`src/rtl/inst_prefetch_queue.sv`:
```
// Instruction prefetch queue: fetches sequentially from instruction memory, buffers up to DEPTH words
// and presents the head {instruction, PC+4} to IF/ID; redirects flush the queue and refetch.
module inst_prefetch_queue #(
    parameter int          DEPTH    = 4,
    parameter logic [31:0] RESET_PC = 32'h0
) (
    input  logic        clk,
    input  logic        rst,
    input  logic        redirect,
    input  logic [31:0] redirectPc,
    output logic        memReq,
    output logic [31:0] memAddr,
    input  logic        memAck,
    input  logic [31:0] memData,
    output logic        instValid,
    output logic [31:0] inst,
    output logic [31:0] instPcPlus4,
    input  logic        instReady
);

    localparam int PW = $clog2(DEPTH);
    localparam logic [PW+1:0] DEPTH_V = (PW+2)'(DEPTH);

    typedef enum logic [1:0] {
        IDLE,
        WAIT,
        DISCARD
    } fetchStateT;

    fetchStateT  state;
    fetchStateT  stateNext;
    logic [PW:0]   count;
    logic [PW-1:0] rdPtr;
    logic [PW-1:0] wrPtr;
    logic [31:0]   fetchPc;
    logic [31:0]   fetchPcNext;
    logic [31:0]   memAddrNext;
    logic          memReqNext;
    logic [31:0]   instMem [DEPTH];
    logic [31:0]   pcMem   [DEPTH];
    logic          push;
    logic          pop;
    logic [PW+1:0] nextCount;
    logic          roomNext;
    logic [31:0]   target;
    logic [31:0]   ackPcPlus4;

    assign target      = {redirectPc[31:2], 2'b00};
    assign ackPcPlus4  = memAddr + 32'd4;
    assign instValid   = (count != '0);
    assign inst        = instMem[rdPtr];
    assign instPcPlus4 = pcMem[rdPtr];

    // A redirect cancels both the pop and the push of its own cycle.
    assign pop       = instValid && instReady && !redirect;
    assign push      = (state == WAIT) && memAck && !redirect;
    assign nextCount = {1'b0, count} + {{(PW+1){1'b0}}, push} - {{(PW+1){1'b0}}, pop};
    assign roomNext  = (nextCount < DEPTH_V);

    always_comb begin
        stateNext   = state;
        memReqNext  = memReq;
        memAddrNext = memAddr;
        fetchPcNext = fetchPc;
        if (redirect) begin
            fetchPcNext = target;
            if (state == IDLE) begin
                stateNext   = WAIT;
                memReqNext  = 1'b1;
                memAddrNext = target;
            end else if (memAck) begin
                stateNext   = WAIT;
                memAddrNext = target;
            end else begin
                stateNext = DISCARD;
            end
        end else begin
            case (state)
                IDLE: begin
                    if (roomNext) begin
                        stateNext   = WAIT;
                        memReqNext  = 1'b1;
                        memAddrNext = fetchPc;
                    end
                end
                WAIT: begin
                    if (memAck) begin
                        fetchPcNext = ackPcPlus4;
                        if (roomNext) begin
                            memAddrNext = ackPcPlus4;
                        end else begin
                            stateNext  = IDLE;
                            memReqNext = 1'b0;
                        end
                    end
                end
                DISCARD: begin
                    // The stale word is dropped; fetchPc already holds the redirect target.
                    if (memAck) begin
                        stateNext   = WAIT;
                        memAddrNext = fetchPc;
                    end
                end
                default: begin
                    stateNext  = IDLE;
                    memReqNext = 1'b0;
                end
            endcase
        end
    end

    always_ff @(posedge clk or negedge rst) begin
        if (!rst) begin
            state   <= IDLE;
            memReq  <= 1'b0;
            memAddr <= RESET_PC;
            fetchPc <= RESET_PC;
        end else begin
            state   <= stateNext;
            memReq  <= memReqNext;
            memAddr <= memAddrNext;
            fetchPc <= fetchPcNext;
        end
    end

    always_ff @(posedge clk or negedge rst) begin
        if (!rst) begin
            count <= '0;
            rdPtr <= '0;
            wrPtr <= '0;
            for (int i = 0; i < DEPTH; i++) begin
                instMem[i] <= '0;
                pcMem[i]   <= '0;
            end
        end else if (redirect) begin
            count <= '0;
            rdPtr <= '0;
            wrPtr <= '0;
        end else begin
            if (push) begin
                instMem[wrPtr] <= memData;
                pcMem[wrPtr]   <= ackPcPlus4;
                wrPtr          <= wrPtr + 1'b1;
            end
            if (pop) begin
                rdPtr <= rdPtr + 1'b1;
            end
            count <= nextCount[PW:0];
        end
    end

endmodule

```
`config.mk`:
```
export PLATFORM = sky130hd
export DESIGN_NAME = inst_prefetch_queue
export DESIGN_NICKNAME = d
export VERILOG_FILES = /design/src/rtl/inst_prefetch_queue.sv
export SDC_FILE = /design/constraint.sdc
export NUM_CORES = 1
export LEC_CHECK = 0
export BUFFER_PORTS_ARGS = -buffer_cell sky130_fd_sc_hd__buf_2
export CORE_ASPECT_RATIO = 0.75
export CORE_UTILIZATION = 32
export CTS_CLUSTER_SIZE = 8
export DETAILED_ROUTE_END_ITERATION = 10
export HOLD_SLACK_MARGIN = 0.08
export SYNTH_ARGS = -nofsm -noshare
export SYNTH_HDL_FRONTEND = slang
export SYNTH_SLANG_ARGS = --single-unit
```
`constraint.sdc`:
```
create_clock -name clk -period 6.1 [get_ports clk]
set_input_delay 0.305 -clock clk [delete_from_list [all_inputs] [get_ports clk]]
set_output_delay 0.305 -clock clk [all_outputs]
set_load 0.02 [all_outputs]
```
---- Yosys cells after proc, flatten, opt, wreduce, memory -nomap -nowiden ----
Index checks and enable logic that the tools add are counted.
W data, S select, Z words.
storage, ports and cells
  register bits ........................... 330
  bits in latches ......................... 0
  RAM bits ................................ 0
  memory bits (read-only) ................. 0
  bits of input ports ..................... 69
  output and inout bits ................... 98
  logic and storage cells ................. 95
  memories ................................ 0
operators by class
  add/sub/neg operators ................... 5
  $mul .................................... 0
  divide/modulo/power cells ............... 0
  magnitude comparators ................... 4
  eq/ne operators ......................... 10
  shifts and indexed selects .............. 0
  multiplexer cells ....................... 40
  bitwise gates (word level) .............. 3
  reductions and logical operators ........ 18
operator list
  kind                     count
  $mux W32                 15
  $bwmux W128              2
  $bmux W32 S2             2
  $pmux W32 S3             1
  $demux W32 S2            1
  $add A32 B3 Y32 const B  1
  $mux W2                  11
  $ne A3 B3 Y1 const B     5
  $reduce_bool A2 Y1       4
  $ge A3 B3 Y1 const B     2
  $not A2 Y3               2
  $pmux W2 S3              1
  $reduce_and A6 Y1        1
  $logic_and A1 B1 Y1      5
  $mux W1                  5
  $reduce_and A5 Y1        1
  $add A2 B1 Y2 const B    2
  $add A3 B1 Y4            1
  $lt A4 B3 Y1 const B     1
  $reduce_and A2 Y1        2
  $reduce_and A4 Y1        1
  $reduce_bool A4 Y1       1
  $sub A4 B1 Y4            1
  $lt A3 B1 Y1 const B     1
  11 further kinds         11

---- Logic depth before layout (Yosys ltp) ----
  depth after elaboration ................. 10
  gate-level depth with buffers ........... 18
  mapped depth without buffers ............ 13

---- Worst setup path before layout ----
No wires, ideal clock.
  path kind ............................... reg2reg
  start ................................... register state[0]
  end ..................................... register memAddr[19]
  setup time .............................. 0.121 ns
  arrival time ............................ 3.288 ns
  required time ........................... 5.979 ns
  slack ................................... 2.691 ns
  cell stages (with the launch flop) ...... 18
  buffers on the path ..................... 4
  clock period less this slack ............ 3.409 ns
  cell sequence ........................... dfrtp_1 > buf_4 > nor2b_2 > buf_6 > nand2_4 > nor2_8 > inv_1 > clkbuf_1 > ha_1 > inv_1 > ha_1 > fa_1 > nor3_1 > a31oi_1 > a221o_2 > buf_6 > o21bai_1 > o2bb2ai_1
on the way
  cells in the longest elaborated chain, start to end .. 8
  elaborated cells on any way between the ends .. 18
  those cells by class .................... add/sub (2); order compare (1); eq/ne (7); mux (3); reduce/logical (5)
RTL lines
  item                                RTL line  text
  start, declared                     30        fetchStateT state;
  start signal, assigned              119       state <= stateNext;
  $eq A2 B1 Y1                        56, 78
  $logic_and A1 B1 Y1 (2 in a row)    56        assign push = (state == WAIT) && memAck && !redirect;
  $add A3 B1 Y4                       57        assign nextCount = {1'b0, count} + {{(PW+1){1'b0}}, push} - {{(PW+1){1'b0}}, pop};
  $sub A4 B1 Y4                       57
  $lt A4 B3 Y1                        58        assign roomNext = (nextCount < DEPTH_V);
  $ne A3 B3 Y1 (no source line)       n/a
  $reduce_and A6 Y1 (no source line)  n/a
  end signal, assigned                121       memAddr <= memAddrNext;
  end, declared                       12        output logic [31:0] memAddr,
Parallel ways exist; a longest one is shown, timed or not.
A chain may end at the register's enable or synchronous reset.

---- Worst setup path after layout ----
  start ................................... register state[0]
  end ..................................... register memAddr[4]
Same word-level chain as after synthesis.

==> impl_metrics.tcl <==
set metrics [dict create \
    outcome "finished clean" \
    yosysTopAreaCellShare 0.536 \
    worst_hold_path.num_cells 3 \
    count_of_vias_placed_by_the_detailed_router 10800 \
    synth_top_area_cell "sky130_fd_sc_hd__dfrtp_1" \
    route.detailed.wl_per_inst_um 18.8 \
    power_leakage_nw 8.33 \
    clock_tree_from_tritoncts "built" \
    p_int_mw 5.66 \
    setup-tns-final_ns 0 \
    fmax_ghz 0.210 \
    cts-buffers-inserted 47 \
    cts_post_setup_buffers_inserted 0 \
    die_height_um 192 \
    start_util 0.325 \
    setup.reg_to_reg.worst_slack_ns 1.34 \
    synth_simple_gate_area_share 0.0968 \
    die_area_um2 49000 \
    clkLatencyLatePin_ns 0.57 \
    asyncSetResetFlopFracSynth 1.00 \
    p_switching_mw 3.31 \
    place_congestion 0.796 \
    cts_root_buf "sky130_fd_sc_hd__clkbuf_16" \
    synth.area.mux_share 0.192 \
    final_layout_size_suffix_gt1_frac 0.302 \
    timing.critical_path.to_type "register" \
    clock_skew_ns 0.0271 \
    startpoint_type "register" \
    grt_start_max_net_pins 161 \
    synth_adder_area_share 0.00861 \
    worst-setup-path-type "reg2reg" \
    synth.yosys.warnings 0 \
    post_synth_num_cell_types 65 \
    worst_setup_path_startpoint "state[0]" \
    final_nets 1574 \
    fill_cells 4537 \
    hp-class "in2reg" \
    required_arrival_time_at_the_worst_endpoint_ns 6.55 \
    drc 0 \
    clock_sinks 330 \
    grtUsageTotal 0.167 \
    synth_enable_flop_cells 0 \
    avgViaCountPerCell 5.06 \
    vias_in_the_first_global_route 11100 \
    post-route-period-util 0.780 \
    p_per_area_nw_per_um2 484 \
    die_x_um 255 \
    path_max_fanout 59 \
    rr_startpoint "state[0]" \
    detailedRoute.firstPassIterationCount 5 \
    netlist_instances 1298 \
    synth-main-ff-cell "sky130_fd_sc_hd__dfrtp_1" \
    worst_min_delay_path_endpoint "wrPtr[1]" \
    worst_pin_slew_ns 1.04 \
    synth_top_family_by_area "multiplexers" \
    syn2layout_area_growth_pct 20.4 \
    final_util 0.391 \
    crit_path_cell_trace "nor2b_2, buf_4, nand2_4, nor2_8, inv_1, ha_1, inv_1, ha_1, fa_1, a31oi_1, a221o_2, mux2_2" \
    timing.slew.headroom 0.304 \
    floorplan.io_pins 167 \
    max_slew_violation_count 0 \
    synth_nets 1377 \
    synth_area_per_cell_um2 11.9 \
    crit_family "compound AO/OA/AOI/OAI gates" \
    setup_viol_count_final 0 \
    synth_top_cells_by_area "sky130_fd_sc_hd__dfrtp_1 54%, sky130_fd_sc_hd__mux2_2 9.8%, sky130_fd_sc_hd__mux4_2 9.4%" \
    maxCapViolations 0 \
    row_count 69 \
    core_area_um2 47400 \
    dpl.hpwl_um 25700 \
    drt_iter0_drc 697 \
    combPwrFrac 0.354 \
    antenna_found_initial 0 \
    post_synth_xor_area_fraction 0.0188 \
    timing.critical_path.arrival_ns 5.21 \
    timing_hold_violations_final 0 \
    ff2ff_path_depth 12 \
    worst_hold_slack_ns 0.350 \
    cts_buffer_depth 3 \
    critical_path.reg2reg.endpoint "memAddr[4]" \
    max-vdd-ir-drop_uv 235 \
    p_seq_frac 0.385 \
    place.port_buffers 164 \
    global_route.overflow_total 0 \
    synth_seq_cells 330 \
    share_of_power_burned_in_the_clock_network 0.261 \
    synth-seq-area-share 0.536 \
    worst_setup_hold_path_clk_slew_ns 0.05 \
    critPathSlowestCell "sky130_fd_sc_hd__a221o_2" \
    ant_nets 0 \
    num_antenna_cells 0 \
    ctsHoldBuffers 65 \
    synth_area_in_compound_gates 0.110 \
    finalWorstPathRequiredPeriod_ns 4.76 \
    slowest_delay_ns 0.96 \
    setup_repair_after_global_routing_missed_its_margin "no" \
    hold_start "redirect" \
    drt-total-wl_um 40300 \
    switching_share 0.369 \
    htree_num_levels 2 \
    worst-path-buf-inv 3 \
    synthesis.area_um2 15400 \
    cts_resized 0 \
    grt_first_pass_wirelength_um 64200 \
]
## tightest hold or removal path: cells and delay by family
kind	cells	cell delay, ns
AOI/OAI and AO/OA	1	0.24
buffers and inverters	1	0.22
and+or+nand+nor	1	0.10
## kinds of logic after synthesis
kind of cell    count (synthesis)
compound gates                308
xor+xnor                       33
fa+ha+maj                      10
buf+inv                       111
flops                         330
mux                           199
simple gates                  307
## registers in the layout, indices dropped and copies added (netlist names)
register and cells:
memReq 1, instMem 128, fetchPc 32, state 2
rdPtr 2, memAddr 32, count 3, pcMem 128
wrPtr 2
## synth_stat cells, types with 2 or more instances
| master | count |
|---|---|
| sky130_fd_sc_hd__nor3b_1 | 2 |
| sky130_fd_sc_hd__ha_1 | 9 |
| sky130_fd_sc_hd__nor4_4 | 3 |
| sky130_fd_sc_hd__o311ai_0 | 2 |
| sky130_fd_sc_hd__clkbuf_2 | 2 |
| sky130_fd_sc_hd__xor2_1 | 6 |
| sky130_fd_sc_hd__nand3_2 | 2 |
| sky130_fd_sc_hd__nor3_1 | 5 |
| sky130_fd_sc_hd__nor3_2 | 2 |
| sky130_fd_sc_hd__mux4_2 | 64 |
| sky130_fd_sc_hd__clkbuf_1 | 44 |
| sky130_fd_sc_hd__and4_1 | 2 |
| sky130_fd_sc_hd__o21ai_0 | 196 |
| sky130_fd_sc_hd__a22o_1 | 6 |
| sky130_fd_sc_hd__nand2b_1 | 2 |
| sky130_fd_sc_hd__nor4_1 | 5 |
| sky130_fd_sc_hd__a31oi_1 | 2 |
| sky130_fd_sc_hd__nand2_1 | 177 |
| sky130_fd_sc_hd__nand2_4 | 5 |
| sky130_fd_sc_hd__nand4_1 | 9 |
| sky130_fd_sc_hd__buf_2 | 19 |
| sky130_fd_sc_hd__a21oi_1 | 55 |
| sky130_fd_sc_hd__o22ai_1 | 5 |
| sky130_fd_sc_hd__buf_6 | 13 |
| sky130_fd_sc_hd__buf_4 | 7 |
| sky130_fd_sc_hd__inv_1 | 19 |
| sky130_fd_sc_hd__mux2_2 | 134 |
| sky130_fd_sc_hd__dfrtp_1 | 330 |
| sky130_fd_sc_hd__o31a_1 | 7 |
| sky130_fd_sc_hd__nor2_1 | 47 |
| sky130_fd_sc_hd__xnor2_1 | 27 |
| sky130_fd_sc_hd__buf_1 | 6 |
| sky130_fd_sc_hd__o21ai_1 | 8 |
| sky130_fd_sc_hd__and3_1 | 17 |
| sky130_fd_sc_hd__and2_1 | 4 |
| sky130_fd_sc_hd__and3_2 | 2 |
| sky130_fd_sc_hd__nand3_1 | 10 |
| sky130_fd_sc_hd__a22oi_1 | 12 |
| sky130_fd_sc_hd__nor2b_1 | 3 |
| sky130_fd_sc_hd__a211oi_1 | 3 |
## power groups by stage
| stage | Sequential (mW) | Combinational (mW) | Clock (mW) |
|---|---|---|---|
| 6_report | 3.45 | 3.18 | 2.35 |
| 5_1_grt | 3.56 | 3.46 | 2.52 |
| 4_1_cts | 3.46 | 3.22 | 2.43 |
| 3_5_place_dp | 3.48 | 3.18 | 0 |
| 3_3_place_gp | 3.43 | 3.11 | 0 |
| 2_1_floorplan | 3.35 | 2.26 | 0 |
## metrics by stage
| stage | total power [mW] | cell area, um^2 | cells | worst slack (ns) |
|---|---|---|---|---|
| floorplan | 5.60 | 15400 | 1298 | 2.69 |
| global placement | 6.54 | 16600 | 2020 | 1.45 |
| detailed placement | 6.66 | 16600 | 2020 | 1.40 |
| global route | 9.54 | 18500 | 2139 | 1.05 |
| CTS | 9.10 | 18500 | 2139 | 1.38 |
| finish | 8.97 | 18500 | 2139 | 1.34 |
## how the worst max path moves through the flow
stage                        to  slack (ns)  cells past startpoint
floorplan           memAddr[19]        2.69                     17
global placement     memAddr[4]        1.45                     12
detailed placement   memAddr[4]        1.40                     12
CTS                  memAddr[4]        1.38                     12
global route         memAddr[4]        1.05                     12
finish               memAddr[4]        1.34                     12
## placed cells by master (no fill, tap or decap), types with 19 or more instances in the layout
cell	n
sky130_fd_sc_hd__a21oi_1	55
sky130_fd_sc_hd__mux2_2	134
sky130_fd_sc_hd__dfrtp_1	328
sky130_fd_sc_hd__mux4_2	64
sky130_fd_sc_hd__inv_1	19
sky130_fd_sc_hd__dlygate4sd3_1	65
sky130_fd_sc_hd__nor2_1	47
sky130_fd_sc_hd__xnor2_1	27
sky130_fd_sc_hd__o21ai_0	196
sky130_fd_sc_hd__clkbuf_16	48
sky130_fd_sc_hd__nand2_1	177
sky130_fd_sc_hd__buf_2	163
## layout make-up
| class | count | area (um^2) | area share |
|---|---|---|---|
| flip-flops and latches | 330 | 8260 | 0.446 |
| multi-input cells | 857 | 6570 | 0.354 |
| repair buffers | 240 | 1580 | 0.0850 |
| clock buffers | 51 | 1210 | 0.0654 |
| well taps | 639 | 800 | 0.0431 |
| inverters | 19 | 71.3 | 0.00385 |
| clock inverters | 3 | 55.1 | 0.00297 |
## layer usage
| metal | track usage | wire length (um) | vias up |
|---|---|---|---|
| li1 | - | - | 5035 |
| met1 | 0.232 | 19100 | 5446 |
| met2 | 0.255 | 17900 | 269 |
| met3 | 0.0430 | 2440 | 66 |
| met4 | 0.0542 | 873 | 0 |
| met5 | 0 | 0 | - |
No activity file was read; power rests on OpenSTA's default activity.
